--- config.mk ---
export PLATFORM = sky130hd
export DESIGN_NAME = down_counter_3bit
export DESIGN_NICKNAME = d
export VERILOG_FILES = /design/src/rtl/down_counter.sv
export SDC_FILE = /design/constraint.sdc
export NUM_CORES = 1
export LEC_CHECK = 0
export CORE_AREA = 2 2 39 41
export DETAILED_ROUTE_END_ITERATION = 8
export DIE_AREA = 0 0 41 43
export SLEW_MARGIN = 20
export SYNTH_ARGS = -nofsm -noshare
export SYNTH_HDL_FRONTEND = slang
export SYNTH_SLANG_ARGS = --single-unit
--- constraint.sdc ---
create_clock -name clk -period 1.4 [get_ports clk]
set_clock_uncertainty 0.2 [all_clocks]
set_input_delay 0.28 -clock clk [delete_from_list [all_inputs] [get_ports clk]]
set_output_delay 0.28 -clock clk [all_outputs]
set_load 0.02 [all_outputs]
--- src/rtl/down_counter.sv ---
// down_counter: enable-gated binary down counter with terminal-count carry-out, plus 3/4-bit wrappers
module down_counter #(
  parameter int WIDTH = 4
) (
  input  logic             clk,
  input  logic             rst,
  input  logic             cnt,
  output logic             co,
  output logic [WIDTH-1:0] count
);
  logic [WIDTH-1:0] r_count;
  always_ff @(posedge clk or posedge rst)
    if (rst) r_count <= '1;
    else if (cnt) r_count <= r_count - WIDTH'(1);
  always_comb co = cnt && (r_count == '0);
  assign count = r_count;
endmodule

module down_counter_3bit (
  input  logic       cnt,
  input  logic       clk,
  input  logic       rst,
  output logic       co,
  output logic [2:0] count
);
  down_counter #(.WIDTH(3)) u_core (.clk(clk), .rst(rst), .cnt(cnt), .co(co), .count(count));
endmodule


==> run_results.csv, run 1 <==
group,metric,value,unit
outcome,status,"finished with violations",
outcome,violations,"negative setup slack",
setup_path,cp-start-kind,"register",
synth,syn_area_per_cell,11.26,um^2
clocking,cts.path.max_buffers,2,
finish,fillers,158,
drt,vias,160,
power_and_ir_drop,p_total,931.2,uW
setup_path,path_delay_family,"flip-flops",
timing,hold_viol_final,0,
clocking,ctsHtreeMaxLevel,1,
setup_path,cp-end-kind,"output port",
clocking,cts-root-buf,"clkbuf_4",
synth,synth_seq_cells,3,
global_routing,grt_pass1_vias,179,
finish,n_antenna_cell,0,
drt,drtIter0Drc,0,
clocking,numCtsBuffers,3,
setup_path,cp_max_fo,2,
placement,dpl_worst_slack,-0.5958,ns
synth,synth.area.top_cells,"dfstp_2 50%, ha_1 16%, inv_1 7.1%",
finish,layout_commonest_cell,"buf_6",
global_routing,grt_pass1_wl,641,um
setup_path,reg2regPathDepth,5,
drt,routedWlPerCell,8.563,um
finish,drive_gt1_share,78.13,%
synth,yosysWarnings,0,
timing,fmax,568.1,MHz
synth,yosys.area.top_type,"dfstp_2",
drt,ant_nets,0,
timing,slew-limit-headroom,91.42,%
global_routing,antenna_found_initial,0,
power_and_ir_drop,powerDensity,2464,nW/um^2
die,start_util,11.39,%
die,boundaryPins,7,
drt,first_pass_iters,1,
synth,synth_top_family_by_area,"adder cells",
synth,synthMuxAreaShare,0,%
synth,synth_fp_nets,19,
setup_path,critPathMaxStageDelay,0.53,ns
timing,setup_violations,4,
die,fp.dieArea,1763,um^2
setup_path,arrival,1.28,ns
synth,synthAdderAreaFrac,15.87,%
synth,synth_compound_area_share,3.175,%
setup_path,path_buf_inv,2,
timing,rsz0062_at_grt,"yes",
clocking,clock_sinks,3,
setup_path,reg2reg_from,"u_core.count[1]$_DFFE_PP1P_",
min_path,holdCritPathClass,"in -> async",
power_and_ir_drop,irDropWorstVdd,0.0006156,V
timing,whs,0.1999,ns
synth,synth_simple_gate_area_share,12.70,%
synth,synth_area,157.7,um^2
timing,drv_slew,0,
synth,synth-xor-area-share,11.11,%
finish,final_cell_mix,"7 x buf_6, 5 x buf_4, 3 x clkbuf_4, 3 x dfstp_2",
die,num_rows,14,
clocking,cts_hold_buf,0,
clocking,cts_tree,"built",
die,coreArea,1384,um^2
setup_path,r2r_slack,0.07,ns
synth,synthCells,14,
die,fp.dieH,43,um
timing,post-route-period-util,125.7,%
placement,dp.final_hpwl,265.1,um
finish,largest_reg_flops,3,
setup_path,r2r-end,"u_core.count[2]$_DFFE_PP1P_",
synth,netlist.area_leader.share,50.00,%
power_and_ir_drop,leakagePower,0.0001826,uW
drt,post-route-drc-count,0,
synth,seq_area_frac_synth,50.00,%
timing,worstMarginPinSlew,0.1283,ns
timing,fin_ws,-0.3603,ns
setup_path,crit_path_top_delay_cell,"dfstp_2",
placement,place_congestion,0.6263,
finish,nets,38,
setup_path,path_class,"reg -> out",
drt,drt-total-wl,411,um
finish,syn_to_final_growth,139.7,%
clocking,clock_latency,0.23,ns
synth,synth_cell_types,9,
setup_path,cp_cell_sequence,"inv_2, ha_4, and3b_2, buf_6",
global_routing,grt_max_degree,5,
global_routing,gr-total-overflow,0,
global_routing,track_usage,6.030,%
die,die_w,41,um
clocking,clkTransAtPathRegs,0.04,ns
placement,portBuffers,6,
job,max-cap-violations,0,
timing,layout_min_cycle_time,1.760,ns
setup_path,required,0.92,ns
drt,drt-vias-per-instance,3.333,
[power by group]
group          switching, uW  leakage [uW]  total (uW)  internal (uW)
Clock                   39.6     0.0000150         146            106
Combinational            244      0.000136         588            345
Sequential              31.9     0.0000316         197            165
[routing by layer]
layer,vias up,track usage [%],part of all wire [%]
li1,79,-,-
met1,76,5.161,36
met2,5,9.063,59
met3,0,3.141,5.8
met4,0,6.000,0
met5,-,0,0
[area by class of cell]
cell class / count / area (um^2) / share of cell area [%]
clock buffers: 4 / 26.28 / 6.954
inverters: 3 / 11.26 / 2.980
multi-input cells: 8 / 105.1 / 27.81
flip-flops and latches: 3 / 78.83 / 20.86
well taps: 16 / 20.02 / 5.298
repair buffers: 14 / 136.4 / 36.09
[kinds of logic after synthesis]
family                   after synthesis
buffers and inverters                  3
AND/OR/NAND/NOR                        3
flip-flops                             3
XOR/XNOR                               2
adder cells (fa/ha/maj)                2
AO/OA/AOI/OAI                          1
[cell usage after synthesis, drive strengths merged]
cell type and count:
ha 2, nand2 1, nor2 1, and3b 1, a21oi 1, xor2 1, xnor2 1, dfstp 3
inv 3
[worst max path at each step]
stage,to,slack (ns),cells after the start,startpoint
2_1_floorplan,co,-0.12,3,u_core.count[1]$_DFFE_PP1P_
3_5_place_dp,co,-0.60,3,cnt
5_1_grt,co,-0.39,4,u_core.count[0]$_DFFE_PP1P_
6_report,co,-0.36,4,u_core.count[1]$_DFFE_PP1P_
3_3_place_gp,co,-0.59,3,cnt
4_1_cts,co,-0.36,4,u_core.count[1]$_DFFE_PP1P_
[through the flow]
| step | std cells | instance area (um^2) | util [%] | setup TNS, ns |
|---|---|---|---|---|
| after global placement | 43 | 292.8 | 21.16 | -1.449 |
| after floorplan | 14 | 160.2 | - | -0.1179 |
| after CTS | 49 | 356.6 | 25.77 | -0.5954 |
| final | 48 | 377.9 | 27.31 | -0.5600 |
| after global routing | 48 | 377.9 | 27.31 | -0.7077 |
| after detailed placement | 43 | 292.8 | 21.16 | -1.456 |
[repair_timing]
action / CTS / global route
gates resized for setup: 28 / 4
endpoints found under the setup margin: 4 / 5
pin swaps: 2 / 3
setup buffers: 2 / 0
hold endpoints to repair: 0 / 0
Note: power is estimated with default switching activity, not from simulation.
==> run 2: changes to the inputs <==
--- a/config.mk
+++ b/config.mk
@@ -6,8 +6,10 @@
 export NUM_CORES = 1
 export LEC_CHECK = 0
 export CORE_AREA = 2 2 39 41
+export CTS_CLUSTER_SIZE = 10
 export DETAILED_ROUTE_END_ITERATION = 8
 export DIE_AREA = 0 0 41 43
+export GPL_TIMING_DRIVEN = 0
 export SLEW_MARGIN = 20
 export SYNTH_ARGS = -nofsm -noshare
 export SYNTH_HDL_FRONTEND = slang
==> run_results.csv, run 2 (synthesis gave the netlist of run 1 again) <==
group,metric,value,unit
clocking,cts_tree,"built",
setup_path,path_class,"reg -> out",
setup_path,cp_max_fo,2,
setup_path,cp_cell_sequence,"inv_2, ha_2, and3b_2, buf_6",
drt,drt-total-wl,343,um
setup_path,r2r-end,"u_core.count[2]$_DFFE_PP1P_",
setup_path,path_buf_inv,2,
finish,largest_reg_flops,3,
drt,vias,136,
power_and_ir_drop,clkPwrFrac,18.5,%
finish,n_antenna_cell,0,
drt,drtIter0Drc,0,
timing,hold_viol_final,0,
die,num_rows,14,
clocking,clock_sinks,3,
global_routing,grt_pass1_vias,134,
placement,dpl_worst_slack,-0.7287,ns
timing,rsz0062_at_grt,"yes",
global_routing,grt_pass1_wl,489,um
finish,nets,34,
clocking,cts-root-buf,"clkbuf_4",
setup_path,path_delay_family,"flip-flops",
power_and_ir_drop,p_sw,280.0,uW
job,max-cap-violations,0,
setup_path,crit_path_top_delay_cell,"dfstp_2",
setup_path,reg2regPathDepth,5,
drt,post-route-drc-count,0,
global_routing,grt_max_degree,6,
drt,drt-vias-per-instance,3.091,
setup_path,arrival,1.28,ns
timing,worstMarginPinSlew,0.2411,ns
finish,final_cell_mix,"4 x buf_6, 4 x buf_4, 3 x clkbuf_4, 3 x dfstp_2",
timing,whs,0.1985,ns
setup_path,r2r_slack,0.09,ns
power_and_ir_drop,combPwrFrac,56.1,%
global_routing,gr-total-overflow,0,
placement,place_congestion,0.5433,
timing,layout_min_cycle_time,1.763,ns
global_routing,track_usage,5.035,%
placement,post_dp_cell_area,240.2,um^2
outcome,violations,"negative setup slack",
clocking,numCtsBuffers,3,
power_and_ir_drop,irDropWorstVdd,0.0006464,V
timing,slew-limit-headroom,83.87,%
clocking,ctsHtreeMaxLevel,1,
finish,postLayoutCellArea,326.6,um^2
power_and_ir_drop,powerDensity,2463,nW/um^2
drt,first_pass_iters,1,
drt,routedWlPerCell,7.795,um
placement,portBuffers,6,
finish,final_util,23.60,%
finish,drive_gt1_share,75.00,%
finish,syn_to_final_growth,107.1,%
timing,tns,-0.4727,ns
global_routing,antenna_found_initial,0,
timing,fmax,567.1,MHz
clocking,cts.path.max_buffers,2,
die,fp.dieH,43,um
power_and_ir_drop,leakagePower,0.0001581,uW
power_and_ir_drop,p_int,524.4,uW
die,fp.dieArea,1763,um^2
min_path,holdCritPathClass,"in -> async",
setup_path,critPathMaxStageDelay,0.53,ns
outcome,status,"finished with violations",
clocking,clkTransAtPathRegs,0.04,ns
clocking,clock_latency,0.23,ns
die,start_util,11.39,%
timing,post-route-period-util,126.0,%
setup_path,reg2reg_from,"u_core.count[1]$_DFFE_PP1P_",
setup_path,required,0.92,ns
timing,setup_violations,3,
power_and_ir_drop,pwr-share-seq,25.5,%
timing,drv_slew,0,
placement,dp.final_hpwl,216.4,um
drt,ant_nets,0,
die,boundaryPins,7,
setup_path,cp-end-kind,"output port",
setup_path,cp-start-kind,"register",
die,die_w,41,um
timing,fin_ws,-0.3633,ns
power_and_ir_drop,switching_share,34.81,%
die,coreArea,1384,um^2
==> run 2: changes by cell type in the layout (fill, tap and decap cells not counted) <==
cell and change:
ha_2 +1, buf_4 -1, ha_4 -1, buf_6 -3
==> run 2: routing by layer <==
layer | track usage, % | part of all wire, %
met1 | 5.519 | 44
met2 | 4.375 | 47
met3 | 5.236 | 9.0
met4 | 6.000 | 0
met5 | 0 | 0
==> run 2: through the flow <==
step	instances	total power (uW)
final	44	804.4
after global routing	44	867.7
after global placement	36	494.6
after CTS	44	744.3
after floorplan	14	370.1
after detailed placement	36	498.2
==> run 2: cell type report <==
class,instances,area (um^2)
Fill cell,158,1057
Multi-Input combinational cell,8,95.09
Timing Repair Buffer,10,95.09
Sequential cell,3,78.83
Clock buffer,4,26.28
Tap cell,16,20.02
Inverter,3,11.26
==> run 2: repair_timing <==
item                       in CTS  in global routing
pin swaps                       1                  3
hold buffers                    0                  0
setup buffers                   4                  2
resized for setup              23                  5
setup endpoints to repair       4                  5
==> run 2: worst register-to-register path: cells and delay by family, from the launching register on <==
family / cells / cell delay (ns)
buffers and inverters: 2 / 0.17
adders and majority gates: 1 / 0.16
DFF: 1 / 0.53
xor gates and xnor gates: 1 / 0.12
and+or+nand+nor: 1 / 0.07
==> run 2: worst max path at each step <==
stage               to                   startpoint  cells after the start  slack, ns
detailed placement  co                          cnt                      3      -0.73
finish              co  u_core.count[1]$_DFFE_PP1P_                      4      -0.36
global placement    co                          cnt                      3      -0.73
floorplan           co  u_core.count[1]$_DFFE_PP1P_                      3      -0.12
CTS                 co  u_core.count[0]$_DFFE_PP1P_                      4      -0.37
global route        co  u_core.count[1]$_DFFE_PP1P_                      4      -0.41
==> run 2: power by group through the flow <==
stage	Combinational [uW]	Sequential (uW)	Clock [uW]
after CTS	391	196	157
after floorplan	106	264	0
final	451	205	148
after global routing	491	213	164
after detailed placement	288	210	0
after global placement	284	210	0
==> run 3: changes to the inputs <==
--- a/config.mk
+++ b/config.mk
@@ -10,6 +10,7 @@
 export DETAILED_ROUTE_END_ITERATION = 8
 export DIE_AREA = 0 0 41 43
 export GPL_TIMING_DRIVEN = 0
+export PLACE_DENSITY_LB_ADDON = 0.2
 export SLEW_MARGIN = 20
 export SYNTH_ARGS = -nofsm -noshare
 export SYNTH_HDL_FRONTEND = slang
==> run_results.csv, run 3 (synthesis gave the netlist of run 1 again) <==
group,metric,value,unit
power_and_ir_drop,p_total,737.0,uW
setup_path,r2r_slack,-0.03,ns
global_routing,grt_pass1_wl,552,um
clocking,cts-root-buf,"clkbuf_4",
drt,wl_met3,70,um
clocking,clock_sinks,3,
timing,fmax,568.7,MHz
placement,dp.final_hpwl,207.2,um
setup_path,cp_max_fo,2,
finish,nets,34,
die,fp.dieH,43,um
timing,layout_min_cycle_time,1.758,ns
timing,rsz0062_at_grt,"yes",
job,max-cap-violations,0,
die,start_util,11.39,%
power_and_ir_drop,irDropWorstVdd,0.0008466,V
setup_path,arrival,1.28,ns
timing,setup_violations,4,
setup_path,reg2regPathDepth,6,
setup_path,critPathMaxStageDelay,0.52,ns
power_and_ir_drop,leakagePower,0.0001454,uW
drt,ant_nets,0,
drt,first_pass_iters,1,
setup_path,cp_cell_sequence,"inv_2, ha_2, and3b_2, buf_6",
finish,drive_gt1_share,67.86,%
drt,dr.max_layer_used,"met3",
timing,hold_viol_final,0,
global_routing,antenna_found_initial,0,
drt,routedWlPerCell,6.432,um
finish,largest_reg_flops,3,
setup_path,cp-end-kind,"output port",
drt,wl_met1,132,um
setup_path,required,0.92,ns
drt,wl_met2,79,um
timing,post-route-period-util,125.6,%
timing,tns,-0.4918,ns
clocking,clkTransAtPathRegs,0.04,ns
setup_path,cp-start-kind,"register",
setup_path,r2r-end,"u_core.count[2]$_DFFE_PP1P_",
timing,drv_slew,0,
finish,syn_to_final_growth,91.27,%
outcome,status,"finished with violations",
global_routing,grt_max_degree,6,
die,num_rows,14,
clocking,cts_tree,"built",
clocking,cts.path.max_buffers,2,
finish,final_cell_mix,"4 x buf_6, 4 x buf_4, 3 x clkbuf_4, 3 x dfstp_2",
placement,place_congestion,0.5757,
die,fp.dieArea,1763,um^2
drt,post-route-drc-count,0,
min_path,holdCritPathClass,"in -> async",
setup_path,path_delay_family,"flip-flops",
outcome,violations,"negative setup slack",
timing,slew-limit-headroom,87.49,%
die,boundaryPins,7,
finish,n_antenna_cell,0,
drt,drtIter0Drc,0,
global_routing,grt_pass1_vias,147,
clocking,cts_hold_buf,0,
drt,drt-total-wl,283,um
power_and_ir_drop,powerDensity,2444,nW/um^2
setup_path,path_buf_inv,2,
global_routing,track_usage,5.332,%
timing,fin_ws,-0.3584,ns
die,die_w,41,um
die,coreArea,1384,um^2
setup_path,path_class,"reg -> out",
placement,portBuffers,6,
global_routing,gr-total-overflow,0,
clocking,clock_latency,0.23,ns
clocking,ctsHtreeMaxLevel,1,
drt,vias,132,
timing,worstMarginPinSlew,0.1871,ns
drt,drt-vias-per-instance,3.000,
clocking,numCtsBuffers,3,
setup_path,reg2reg_from,"u_core.count[1]$_DFFE_PP1P_",
setup_path,crit_path_top_delay_cell,"dfstp_2",
[run 3: final cells by class]
type                    instances  area [um^2]
clock buffers                   4        26.28
fillers                       150         1082
inverters                       3        11.26
multi-input cells               8        70.07
flip-flops and latches          3        78.83
well taps                      16        20.02
repair buffers                 10        95.09
[run 3: worst max path at each step]
stage,from,to,cells past startpoint
after CTS,u_core.count[1]$_DFFE_PP1P_,co,4
after global placement,cnt,co,3
after detailed placement,cnt,co,3
after global routing,u_core.count[1]$_DFFE_PP1P_,co,4
final,u_core.count[1]$_DFFE_PP1P_,co,4
after floorplan,u_core.count[1]$_DFFE_PP1P_,co,3
[run 3: what timing repair did]
action | CTS | global route
endpoints found under the setup margin | 4 | 4
resized for setup | 23 | 1
buffers inserted | 3 | 1
[run 3: power breakdown]
part	internal, uW	leakage [uW]	switching [uW]
clock network	107	0.0000150	43.0
registers	165	0.0000316	33.2
logic	222	0.0000989	167
[run 3: worst reg2reg max path: cells and delay by family, from the launching register on]
| kind | cells | cell delay, ns |
|---|---|---|
| and+or+nand+nor | 1 | 0.07 |
| DFF | 1 | 0.52 |
| adders and majority gates | 1 | 0.18 |
| xor gates and xnor gates | 1 | 0.12 |
| buffers and inverters | 3 | 0.28 |
[run 3: metal layers]
layer / vias to the layer above / GRT usage [%]
met4: 0 / 4.000
met5: - / 0
met3: 0 / 6.283
met2: 10 / 5.313
li1: 70 / -
met1: 52 / 5.825
[run 3: through the flow]
stage	instances	setup slack (ns)	util [%]	hold WS [ns]	area (um^2)
after floorplan	14	-0.1179	-	0.01329	160.2
after global placement	36	-0.7342	17.36	0.2939	240.2
after detailed placement	36	-0.7231	17.36	0.2899	240.2
after CTS	43	-0.3714	20.98	0.1989	290.3
after global routing	44	-0.4127	21.79	0.2169	301.5
final	44	-0.3584	21.79	0.2111	301.5
